`src/rtl/processor_bus_pkg.sv`:
```
// Shared encodings for the processor bus transfer unit: FSM states and special source/destination codes.
package processor_bus_pkg;

  localparam logic [1:0] ST_IDLE    = 2'd0;
  localparam logic [1:0] ST_CAPTURE = 2'd1;
  localparam logic [1:0] ST_WRITE   = 2'd2;

  localparam int unsigned SRC_HOLD = 0;
  localparam int unsigned DST_NONE = 0;

  // Source code that selects the instruction immediate, one past the last word source.
  function automatic int unsigned src_imm_code(input int unsigned n);
    return n + 1;
  endfunction

endpackage

```
`src/rtl/bus_source_mux.sv`:
```
// Combinational source selector for the processor bus, with a code-range valid flag.
// BUS_IMM_EN enables code N_SRC+1 as the zero-extended instruction immediate.
module bus_source_mux
  import processor_bus_pkg::*;
#(
  parameter int unsigned WIDTH   = 16,
  parameter int unsigned N_SRC   = 11,
  parameter int unsigned IMM_LSB = 8,
  parameter int unsigned IMM_W   = 4,
  parameter int unsigned SRC_W   = 4
) (
  input  logic [N_SRC*WIDTH-1:0] src_flat,
  input  logic [WIDTH-1:0]       instruction,
  input  logic [SRC_W-1:0]       sel,
  output logic [WIDTH-1:0]       word_c,
  output logic                   valid_c
);

`ifdef BUS_IMM_EN
  localparam bit IMM_EN = 1'b1;
`else
  localparam bit IMM_EN = 1'b0;
`endif

  localparam logic [SRC_W-1:0] IMM_CODE = SRC_W'(src_imm_code(N_SRC));

  logic [WIDTH-1:0] imm_word;
  logic             unused_instr;

  assign imm_word     = WIDTH'(instruction[IMM_LSB +: IMM_W]);
  assign unused_instr = ^instruction;

  // Code 0 (hold) is valid but drives zero; the top keeps the bus unchanged for it.
  always_comb begin
    word_c  = '0;
    valid_c = 1'b0;
    if (sel <= SRC_W'(N_SRC)) begin
      valid_c = 1'b1;
    end else if (IMM_EN && (sel == IMM_CODE)) begin
      valid_c = 1'b1;
      word_c  = imm_word;
    end
    for (int k = 0; k < int'(N_SRC); k++) begin
      if (sel == SRC_W'(k + 1)) word_c = src_flat[k*WIDTH +: WIDTH];
    end
    if (sel == SRC_W'(SRC_HOLD)) word_c = '0;
  end

endmodule

```
`src/rtl/processor_bus_ctrl.sv`:
```
// Registered single-bus transfer unit: IDLE -> CAPTURE -> WRITE, one word per accepted request.
// BUS_IMM_EN (in bus_source_mux) enables the instruction-immediate source code.
module processor_bus_ctrl
  import processor_bus_pkg::*;
#(
  parameter int unsigned      WIDTH       = 16,
  parameter int unsigned      N_SRC       = 11,
  parameter int unsigned      N_DST       = 4,
  parameter logic [WIDTH-1:0] RESET_VALUE = WIDTH'(16'h0007),
  parameter int unsigned      IMM_LSB     = 8,
  parameter int unsigned      IMM_W       = 4,
  localparam int unsigned     SRC_W       = $clog2(N_SRC + 2),
  localparam int unsigned     DST_W       = $clog2(N_DST + 1)
) (
  input  logic                   clock,
  input  logic                   reset,
  input  logic [N_SRC*WIDTH-1:0] src_flat,
  input  logic [WIDTH-1:0]       instruction,
  input  logic                   req_valid,
  output logic                   req_ready,
  input  logic [SRC_W-1:0]       req_src,
  input  logic [DST_W-1:0]       req_dst,
  output logic [WIDTH-1:0]       bus_out,
  output logic [N_DST*WIDTH-1:0] dst_flat,
  output logic [N_DST-1:0]       dst_we,
  output logic                   done,
  output logic                   err,
  output logic [15:0]            xfer_count
);

  logic [1:0]                  state;
  logic [1:0]                  state_d;
  logic [SRC_W-1:0]            src_q;
  logic [DST_W-1:0]            dst_q;
  logic [SRC_W-1:0]            mux_sel;
  logic [WIDTH-1:0]            mux_word_c;
  logic                        mux_valid_c;
  logic                        accept_c;
  logic                        reject_c;
  logic [N_DST-1:0][WIDTH-1:0] dst_regs;

  // In IDLE the mux range-checks the incoming code; afterwards it selects the latched one.
  assign mux_sel  = (state == ST_IDLE) ? req_src : src_q;
  assign dst_flat = dst_regs;

  bus_source_mux #(
    .WIDTH   (WIDTH),
    .N_SRC   (N_SRC),
    .IMM_LSB (IMM_LSB),
    .IMM_W   (IMM_W),
    .SRC_W   (SRC_W)
  ) u_src_mux (
    .src_flat    (src_flat),
    .instruction (instruction),
    .sel         (mux_sel),
    .word_c      (mux_word_c),
    .valid_c     (mux_valid_c)
  );

  always_ff @(posedge clock or posedge reset) begin
    if (reset) state <= ST_IDLE;
    else       state <= state_d;
  end

  always_comb begin
    state_d  = state;
    accept_c = 1'b0;
    reject_c = 1'b0;
    case (state)
      ST_IDLE: begin
        if (req_valid) begin
          if (mux_valid_c && (req_dst <= DST_W'(N_DST))) begin
            accept_c = 1'b1;
            state_d  = ST_CAPTURE;
          end else begin
            reject_c = 1'b1;
          end
        end
      end
      ST_CAPTURE: state_d = ST_WRITE;
      ST_WRITE:   state_d = ST_IDLE;
      default:    state_d = ST_IDLE;
    endcase
  end

  // Datapath: request latch, bus register, destination bank, status pulses and counter.
  always_ff @(posedge clock or posedge reset) begin
    if (reset) begin
      req_ready  <= 1'b1;
      src_q      <= '0;
      dst_q      <= '0;
      bus_out    <= RESET_VALUE;
      dst_regs   <= '0;
      dst_we     <= '0;
      done       <= 1'b0;
      err        <= 1'b0;
      xfer_count <= 16'd0;
    end else begin
      req_ready <= (state_d == ST_IDLE);
      err       <= reject_c;
      dst_we    <= '0;
      done      <= 1'b0;
      if (accept_c) begin
        src_q <= req_src;
        dst_q <= req_dst;
      end
      if ((state == ST_CAPTURE) && (src_q != SRC_W'(SRC_HOLD))) begin
        bus_out <= mux_word_c;
      end
      if (state == ST_WRITE) begin
        done       <= 1'b1;
        xfer_count <= xfer_count + 16'd1;
        if (dst_q != DST_W'(DST_NONE)) begin
          for (int k = 0; k < int'(N_DST); k++) begin
            if (dst_q == DST_W'(k + 1)) begin
              dst_regs[k] <= bus_out;
              dst_we[k]   <= 1'b1;
            end
          end
        end
      end
    end
  end

endmodule
```
`config.mk`:
```
export PLATFORM = sky130hd
export DESIGN_NAME = processor_bus_ctrl
export DESIGN_NICKNAME = d
export VERILOG_FILES = /design/src/rtl/processor_bus_pkg.sv /design/src/rtl/bus_source_mux.sv /design/src/rtl/processor_bus_ctrl.sv
export SDC_FILE = /design/constraint.sdc
export NUM_CORES = 1
export LEC_CHECK = 0
export ABC_AREA = 1
export ABC_CLOCK_PERIOD_IN_PS = 8500
export BUFFER_PORTS_ARGS = -buffer_cell sky130_fd_sc_hd__buf_2
export CAP_MARGIN = 0
export CORE_MARGIN = 4
export CORE_UTILIZATION = 39
export DETAILED_ROUTE_END_ITERATION = 7
export GPL_ROUTABILITY_DRIVEN = 1
export GPL_TIMING_DRIVEN = 1
export PLACE_DENSITY_LB_ADDON = 0.3
export SLEW_MARGIN = 20
export SYNTH_ARGS = -nofsm -noshare
export SYNTH_HDL_FRONTEND = slang
export SYNTH_SLANG_ARGS = --single-unit
```
`constraint.sdc`:
```
create_clock -name clock -period 8.5 [get_ports clock]
set_clock_uncertainty 0.2 [all_clocks]
set_input_delay 0.425 -clock clock [delete_from_list [all_inputs] [get_ports clock]]
set_output_delay 0.425 -clock clock [all_outputs]
set_load 0.01 [all_outputs]
```
==> results.py, run 1 <==
metrics = {
    "die": {
        "die_y_um": 131,
        "core_area_um2": 14800,
        "io_pins": 305,
        "die-area_um2": 17300,
        "dieWidth_um": 131,
        "initial_core_util": 0.403,
        "row_count": 44,
    },
    "synth": {
        "async_reset_ff_frac": 1.00,
        "synth_ff_type": "dfrtp_1",
        "seq_area_frac_synth": 0.473,
        "syn_nets": 990,
        "synthDistinctLibCells": 37,
        "syn-instance-count": 787,
        "syn_area_um2": 5940,
        "syn_area_per_cell_um2": 7.55,
        "synth_seq_cells": 112,
        "synth_edf_count": 0,
        "yosysWarnings": 0,
    },
    "drt": {
        "first_pass_iters": 4,
        "viasPerCell": 4.90,
        "drc": 0,
        "drt_iter0_markers": 280,
        "vias": 6092,
        "routed_wirelength_mm": 19.9,
        "drtAntennaViolNets": 0,
        "wl_per_cell_um": 16.0,
    },
    "global_route": {
        "grt_max_degree": 74,
        "grt_pass1_vias": 5848,
        "grt_use_total": 0.224,
        "grt_pass1_wl_mm": 31.0,
        "overflow": 0,
        "antenna_found_initial": 1,
    },
    "sta": {
        "finalSetupTns_ps": 0,
        "rsz0062_at_grt": "no",
        "drv_slew": 0,
        "period_share": 0.351,
        "setup_viol": 0,
        "holdWs_ps": 112,
        "min_period_ps": 2990,
        "slew_headroom": 0.359,
        "worst_slack_ps": 5510,
        "timing.final.hold_violations": 0,
        "max_freq_ghz": 0.335,
        "worst_pin_slew_ps": 960,
    },
    "setup_path": {
        "critPathMostFrequentCell": "nand2_1",
        "path_cells": "inv_1 > nand2_2 > nand2_1 > nand2_2 > nor2_2 > nand2_1 > inv_2 > a21oi_1 > nand4_1 > nand2_1 > nand2_1",
        "crit_slowest_cell": "nor2_2",
        "cp-end-kind": "flop",
        "cp.arrival_ps": 3070,
        "critPathRequiredTime_ps": 8590,
        "setup.worst_path.start_class": "flop",
        "path_class": "reg2reg",
        "critPathMaxStageDelay_ps": 520,
        "crit_fanout": 17,
    },
    "pwr": {
        "total_power_mw": 2.31,
        "ir_drop_mv": 0.110,
        "pwr_density_cell_nw_per_um2": 296,
        "leakage_nw": 4.42,
    },
    "placed_design": {
        "place_hpwl_mm": 15.9,
        "place_area_um2": 7460,
        "placed_cells": 1226,
        "place.gp.congestion": 0.974,
        "dp_worst_setup_slack_ps": 5600,
        "io_buffers": 288,
    },
    "clock_tree": {
        "cts_sinks": 112,
        "clk_latency_ps": 340,
        "cts_resized": 0,
        "cts.clk_slew.worst_paths_ps": 70,
        "numCtsBuffers": 9,
        "root_buffer": "clkbuf_16",
        "tritoncts": "done",
        "clock_tree.buffer_depth": 2,
        "cts_hold_buffers": 1,
        "post_cts_buffers": 0,
        "htree_levels": 3,
    },
    "run": {
        "cap_viol_max_count": 0,
    },
    "finish": {
        "drive_above_1_share": 0.325,
        "syn2layout_area_growth_pct": 31.0,
        "diodes": 0,
        "instances_no_fill": 1243,
        "final_util": 0.527,
        "fin_nets": 1257,
        "final_area_um2": 7780,
    },
    "status": {
        "status": "completed",
    },
    "worst_hold_path": {
        "worst_hold_path_type": "in2reg",
    },
}
worst max-delay path, delay by kind of cell (launching register included):
| family | cells | cell delay [ps] |
|---|---|---|
| buf+inv | 2 | 550 |
| flops | 1 | 440 |
| simple gates | 8 | 1630 |
| compound gates | 1 | 100 |
layout by cell type, fill, tap and decap left out, types with 7 or more instances in the layout:
cell type and instances:
o211ai_1 9, nor2_1 30, nand3_1 55, dfrtp_1 108, nand2_1 252, a21oi_1 24, inv_1 90, xnor2_1 7
buf_2 288, clkbuf_16 9, o21ai_0 88, nand4_1 29
power breakdown:
part           leakage [nW]  total, mW  switching [mW]  internal (mW)
registers              1.46      0.874           0.132          0.741
logic                  2.81       1.01           0.646          0.365
clock network         0.147      0.421           0.209          0.212
path summary, 6_finish.rpt:
kind                                  end  slack (ps)            from  depth (start not counted)
min                              dst_q[1]         110      req_dst[1]                          3
max                           bus_out[14]        5510        state[1]                         11
max in group asynchronous       dst_we[1]        6390           reset                          4
min in group asynchronous    dst_flat[63]         460           reset                          3
max reg2reg                   bus_out[14]        5510        state[1]                         11
min reg2reg                xfer_count[15]         270  xfer_count[15]                          1
cell type report:
type                       instances  area [um2]
fill                            1473        6970
inverter                          94         355
timing repair buffer             292        1470
clock inverter                     7        77.6
multi-input combinational        545        2610
clock buffer                       9         225
sequential                       112        2810
tap                              184         230
cells by family after synthesis:
group                    synth area share
adder cells (fa/ha/maj)           0.00211
multiplexers                      0.00190
AND/OR/NAND/NOR                     0.300
flip-flops                          0.473
XOR/XNOR                           0.0192
AO/OA/AOI/OAI                       0.115
buffers and inverters              0.0895
per-layer routing:
layer | part of all wire | vias to the layer above | GRT usage
met3 | 0.067 | 27 | 0.0333
met1 | 0.41 | 2777 | 0.287
li1 | - | 3051 | -
met5 | 0.00065 | - | 0
met4 | 0.028 | 2 | 0.0881
met2 | 0.49 | 235 | 0.383
cell usage after synthesis (all sizes together), types with 2 or more instances:
| library cell | n | area (um2) |
|---|---|---|
| nand3 | 59 | 305 |
| xnor2 | 7 | 61.3 |
| dfstp | 4 | 105 |
| xor2 | 6 | 52.6 |
| and2 | 4 | 25.0 |
| inv | 94 | 353 |
| nor2 | 40 | 195 |
| nor4 | 2 | 18.8 |
| clkbuf | 17 | 63.8 |
| o21ai | 89 | 449 |
| buf | 19 | 115 |
| dfrtp | 108 | 2700 |
| a21oi | 25 | 129 |
| o211ai | 9 | 67.6 |
| nand4 | 29 | 181 |
| nand2 | 258 | 983 |
| nor3 | 2 | 10.0 |
| or2 | 8 | 50.1 |
registers in the layout (all words and copies together), names as in the netlist:
signal	cells
xfer_count	16
bus_out	16
dst_q	3
state	2
src_q	4
done	1
dst_flat	64
req_ready	1
dst_we	4
err	1
No activity file was read; power rests on OpenSTA's default activity.
==> run 2, diff against run 1 <==
Settings changed: ABC_AREA 1 to 0, ABC_CLOCK_PERIOD_IN_PS 8500 to 2850.
Clock period 8.5 ns to 2.85 ns, I/O delays scaled along.
==> run 2 against run 1 <==
Compared with the run above:
- setup slack lost 5300 ps
- synthesized cell count shrank 18%
- die area grew 2.1%
- cell count shrank 6.8%
- clock power grew to 3.1 times the previous value
- register-to-register slack got worse by 5300 ps
- flip-flop and latch count unchanged
- routed wire length up 16%
- sequential power increased to 3.2 times the previous value
- first-iteration DRC count grew 41%
- largest cell class is now multi-input gates
- largest power group is now registers
==> results.py, run 2 <==
metrics = {
    "synth": {
        "yosysWarnings": 0,
        "syn_nets": 846,
        "synthDistinctLibCells": 60,
        "seq_area_frac_synth": 0.462,
        "ys_top_cells_by_area": "dfrtp_1 (44%), nand2_1 (8.5%), mux2_2 (7.6%), a21oi_1 (3.0%), o21ai_0 (2.9%)",
        "syn_area_um2": 6070,
        "netlist_top_cells_count": "nand2_1 (138), dfrtp_1 (108), mux2_2 (41)",
        "yosysMostFrequentCell": "nand2_1",
        "yosysTopAreaCell": "dfrtp_1",
        "syn_area_per_cell_um2": 9.45,
        "syn-instance-count": 643,
        "synth_edf_count": 0,
        "synth_top_area_share": 0.445,
        "synth_ff_type": "dfrtp_1",
        "async_reset_ff_frac": 1.00,
        "synth_seq_cells": 112,
    },
    "placed_design": {
        "place.gp.congestion": 0.909,
        "io_buffers": 288,
        "place_area_um2": 7710,
        "place_hpwl_mm": 17.4,
    },
    "setup_path": {
        "cp.arrival_ps": 2770,
        "crit_fanout": 19,
        "path_class": "reg2reg",
        "r2r_end": "bus_out[2]",
        "reg2reg_from": "state[1]",
        "critPathRequiredTime_ps": 2940,
        "ff2ff_setup_slack_ps": 170,
        "cp-end-kind": "flop",
        "rr_worst_depth": 7,
        "setup.worst_path.start_class": "flop",
    },
    "drt": {
        "drtAntennaViolNets": 0,
        "drc": 0,
        "vias": 6465,
        "drt_iter0_markers": 396,
        "viasPerCell": 5.58,
        "wl_per_cell_um": 20.0,
        "first_pass_iters": 7,
        "routed_wirelength_mm": 23.1,
    },
    "sta": {
        "slew_headroom": 0.461,
        "worst_pin_slew_ps": 809,
        "min_period_ps": 2680,
        "setup_viol": 0,
        "timing.final.hold_violations": 0,
        "max_freq_ghz": 0.373,
        "finalSetupTns_ps": 0,
        "drv_slew": 0,
        "rsz0062_at_grt": "no",
        "period_share": 0.940,
    },
    "worst_hold_path": {
        "worstHoldStart": "src_flat[18]",
        "hold_end": "bus_out[2]",
        "worst_hold_path_type": "in2reg",
        "whs_path_depth": 5,
    },
    "clock_tree": {
        "numCtsBuffers": 9,
        "clk_latency_ps": 360,
        "tritoncts": "done",
        "cts_sinks": 112,
        "root_buffer": "clkbuf_16",
        "cts.clk_slew.worst_paths_ps": 90,
        "clock_tree.buffer_depth": 2,
        "htree_levels": 3,
    },
    "pwr": {
        "leakage_nw": 4.26,
        "pwr_density_cell_nw_per_um2": 767,
        "ir_drop_mv": 0.369,
    },
    "finish": {
        "largest_register_ffs": 64,
        "drive_above_1_share": 0.409,
        "final_area_um2": 8440,
        "final_common_cell": "buf_2",
        "fin_nets": 1167,
        "layout_common_cells": "buf_2 (288), nand2_1 (138), dfrtp_1 (108)",
        "syn2layout_area_growth_pct": 38.9,
    },
    "global_route": {
        "grt_use_total": 0.257,
        "grt_max_degree": 113,
        "grt_use_met3": 0.0479,
        "grt_pass1_wl_mm": 35.2,
        "overflow": 0,
        "globalRouteMet1Util": 0.317,
        "busiest_layer": "met2",
        "grt_pass1_vias": 6487,
        "antenna_found_initial": 4,
        "grt_use_met2": 0.424,
    },
    "status": {
        "status": "completed",
    },
    "die": {
        "io_pins": 305,
        "core_area_um2": 15200,
        "dieWidth_um": 133,
        "die-area_um2": 17600,
        "initial_core_util": 0.400,
        "row_count": 45,
        "die_y_um": 133,
    },
    "run": {
        "cap_viol_max_count": 0,
    },
}
run 2: cell types whose count changed after synthesis, moves of 17 or more:
cell / change
inv_1: -84
mux2_2: +40
nand2_1: -114
nand3_1: -40
nand4_1: -25
nor3_1: +24
o21ai_0: -53
o21ai_1: +19
o22ai_1: +17
run 2: layout make-up:
class | instances | area, um2
Clock buffer | 9 | 225
Timing Repair Buffer | 350 | 2010
Sequential cell | 112 | 2810
Clock inverter | 7 | 78.8
Tap cell | 188 | 235
Antenna cell | 2 | 5.00
Fill cell | 1396 | 6770
Inverter | 9 | 37.5
Multi-Input combinational cell | 482 | 3030
run 2: kinds of logic after synthesis:
group / Yosys count / synth area share
mux: 51 / 0.0995
flops: 112 / 0.462
compound gates: 170 / 0.182
buf+inv: 49 / 0.0441
fa+ha+maj: 1 / 0.00206
xor+xnor: 15 / 0.0216
simple gates: 245 / 0.188
run 2: report_power, final:
part | internal, mW | switching [mW]
logic | 1.08 | 1.32
clock network | 0.634 | 0.677
registers | 2.18 | 0.586
run 2: worst max-delay path by stage:
stage	cells past startpoint	slack (ps)	start	to
after floorplan	7	700	state[1]	bus_out[13]
after global placement	6	270	state[1]	bus_out[13]
after detailed placement	6	220	state[1]	bus_out[13]
after CTS	6	60	state[1]	bus_out[2]
after global routing	7	40	state[1]	bus_out[2]
final	7	170	state[1]	bus_out[2]
run 2: layer usage:
layer | vias up | routed length, um
li1 | 2992 | -
met1 | 3048 | 9330
met2 | 349 | 11000
met3 | 72 | 1640
met4 | 4 | 1120
met5 | - | 21
run 2: timing repair:
action / in CTS / in global routing
endpoints found under the setup margin: 0 / 1
hold endpoints to repair: 131 / 0
gates resized for setup: 0 / 3
setup buffers: 0 / 3
hold buffers: 38 / 0
run 2: per-stage QoR:
stage | utilization | cells | hold slack [ps] | power (mW) | worst slack, ps
floorplan | - | 643 | 52.7 | 3.94 | 699
global placement | 0.507 | 1100 | 174 | 5.08 | 268
detailed placement | 0.507 | 1100 | 181 | 5.13 | 219
CTS | 0.552 | 1154 | 1.99 | 6.49 | 60.7
global route | 0.555 | 1159 | 23.8 | 6.88 | 36.4
finish | 0.555 | 1159 | 12.1 | 6.47 | 170
run 2: worst max-delay path: stages, from the launching register on:
cell           delay [ps]
dfrtp_1               520
or4b_4                580
o21a_1                140
buf_4                 220
nor2_1                170
a221oi_1              100
dlygate4sd3_1         560
a31oi_1               130
==> run 3, diff against run 2 <==
Settings changed: RECOVER_POWER set to 50.
==> run 3 against run 2 <==
Compared with the run above:
- the flow now finishes with violations (capacitance limit, slew limit)
- combinational power is 3% lower
- sequential power hardly changed
- first-iteration DRC count is 8.6% higher
- count of clock-buffer cells in the layout stayed put
- global-route usage stayed put
- flip-flop and latch count stayed put
- critical path depth stayed put
- routed wire length is 0.18% higher
- register-to-register slack hardly changed
- setup slack worse by 2.1 ps
- utilization is 0.50 points lower
- cell count stayed put
- highest routed layer unchanged
==> results.py, run 3 (synthesized netlist as in run 2, its figures left out) <==
metrics = {
    "status": {
        "status": "finished, violations left",
        "violations": "capacitance limit, slew limit",
    },
    "sta": {
        "timing.final.hold_violations": 0,
        "worst_pin_slew_ps": 1530,
        "finalSetupTns_ps": 0,
        "slew_headroom": -0.0191,
        "worst_slack_ps": 168,
        "min_period_ps": 2680,
        "holdWs_ps": 16.4,
        "drv_slew": 113,
        "max_freq_ghz": 0.373,
        "setup_viol": 0,
        "period_share": 0.941,
        "rsz0062_at_grt": "no",
    },
    "placed_design": {
        "io_buffers": 288,
        "place_hpwl_mm": 17.4,
        "place.gp.congestion": 0.909,
        "dp_worst_setup_slack_ps": 219,
    },
    "setup_path": {
        "setup.worst_path.start_class": "flop",
        "r2r_end": "bus_out[2]",
        "reg2reg_from": "state[1]",
        "rr_worst_depth": 7,
        "cp.arrival_ps": 2770,
        "path_cells": "or4b_4 > o21a_1 > buf_4 > nor2_1 > a221oi_1 > dlygate4sd3_1 > a31oi_1",
        "critPathRequiredTime_ps": 2940,
        "cp-end-kind": "flop",
        "crit_family": "buffers and inverters",
        "ff2ff_setup_slack_ps": 170,
        "crit_slowest_cell": "or4b_4",
        "critPathMaxStageDelay_ps": 580,
        "crit_fanout": 19,
        "worst-path-buf-inv": 2,
        "path_class": "reg2reg",
    },
    "global_route": {
        "overflow": 0,
        "grt_use_total": 0.257,
        "grt_pass1_vias": 6487,
        "grt_max_degree": 113,
        "grt_pass1_wl_mm": 35.2,
        "antenna_found_initial": 4,
    },
    "drt": {
        "drt_iter0_markers": 430,
        "drtAntennaViolNets": 0,
        "first_pass_iters": 8,
        "drc": 0,
        "routed_wirelength_mm": 23.2,
        "vias": 6432,
        "wl_per_cell_um": 20.0,
        "viasPerCell": 5.55,
    },
    "die": {
        "io_pins": 305,
        "core_area_um2": 15200,
        "initial_core_util": 0.400,
        "row_count": 45,
        "die_y_um": 133,
        "dieWidth_um": 133,
        "die-area_um2": 17600,
    },
    "clock_tree": {
        "clk_latency_ps": 360,
        "tritoncts": "done",
        "htree_levels": 3,
        "numCtsBuffers": 9,
        "cts_sinks": 112,
        "root_buffer": "clkbuf_16",
        "clock_tree.buffer_depth": 2,
        "cts.clk_slew.worst_paths_ps": 80,
    },
    "finish": {
        "drive_above_1_share": 0.356,
        "layout_common_cells": "buf_2 (237), nand2_1 (138), dfrtp_1 (108)",
        "syn2layout_area_growth_pct": 37.7,
        "final_common_cell": "buf_2",
        "largest_register_ffs": 64,
        "fin_nets": 1167,
    },
    "worst_hold_path": {
        "hold_end": "bus_out[2]",
        "worst_hold_path_type": "in2reg",
        "worstHoldStart": "src_flat[18]",
        "whs_path_depth": 5,
    },
    "pwr": {
        "pwr_density_cell_nw_per_um2": 766,
        "ir_drop_mv": 0.370,
        "leakage_nw": 4.06,
    },
    "run": {
        "cap_viol_max_count": 1,
    },
}
[run 3: cell types whose count changed in the layout (fill, tap and decap cells not counted), sizes merged]
cell | previous run | this run
buf | 312 | 260
clkbuf | 9 | 61
[run 3: worst max-delay path by stage]
stage,startpoint,end,slack (ps),cells after the start
after floorplan,state[1],bus_out[13],700,7
after global placement,state[1],bus_out[13],270,6
after detailed placement,state[1],bus_out[13],220,6
after CTS,state[1],bus_out[2],60,6
after global routing,state[1],bus_out[2],40,7
final,state[1],bus_out[2],170,7
[run 3: final cells by class]
type                            instances  area [um2]
Inverter                                9        37.5
Clock buffer                            9         225
Antenna cell                            2        5.00
Multi-Input combinational cell        482        3030
Fill cell                            1434        6840
Tap cell                              188         235
Sequential cell                       112        2810
Timing Repair Buffer                  350        1940
Clock inverter                          7        78.8
[run 3: metrics by stage]
stage	cells	instance area, um2	utilization	power (mW)
2_1_floorplan	643	6080	-	3.94
3_3_place_gp	1100	7710	0.507	5.08
3_5_place_dp	1100	7710	0.507	5.13
4_1_cts	1154	8390	0.552	6.49
5_1_grt	1159	8360	0.550	6.82
6_report	1159	8360	0.550	6.41
[run 3: worst register-to-register path: stages, from the launching register on]
cell and delay [ps]:
dfrtp_1 520, or4b_4 580, o21a_1 140, buf_4 220, nor2_1 180, a221oi_1 100
dlygate4sd3_1 570, a31oi_1 130
[run 3: repair_timing]
item,CTS,global route
setup buffers,0,3
hold buffers,38,0
hold endpoints to repair,131,0
gates resized for setup,0,3
setup endpoints to repair,0,1
[run 3: power breakdown]
group / total, mW / internal [mW] / switching (mW)
clock: 1.31 / 0.634 / 0.676
combinational: 2.32 / 1.00 / 1.32
sequential: 2.77 / 2.18 / 0.596
[run 3: routing by layer]
metal / share of wire / track usage / up-vias
met3: 0.073 / 0.0479 / 70
met4: 0.047 / 0.143 / 4
met1: 0.40 / 0.317 / 3020
met2: 0.48 / 0.424 / 342
met5: 0.00091 / 0 / -
li1: - / - / 2996
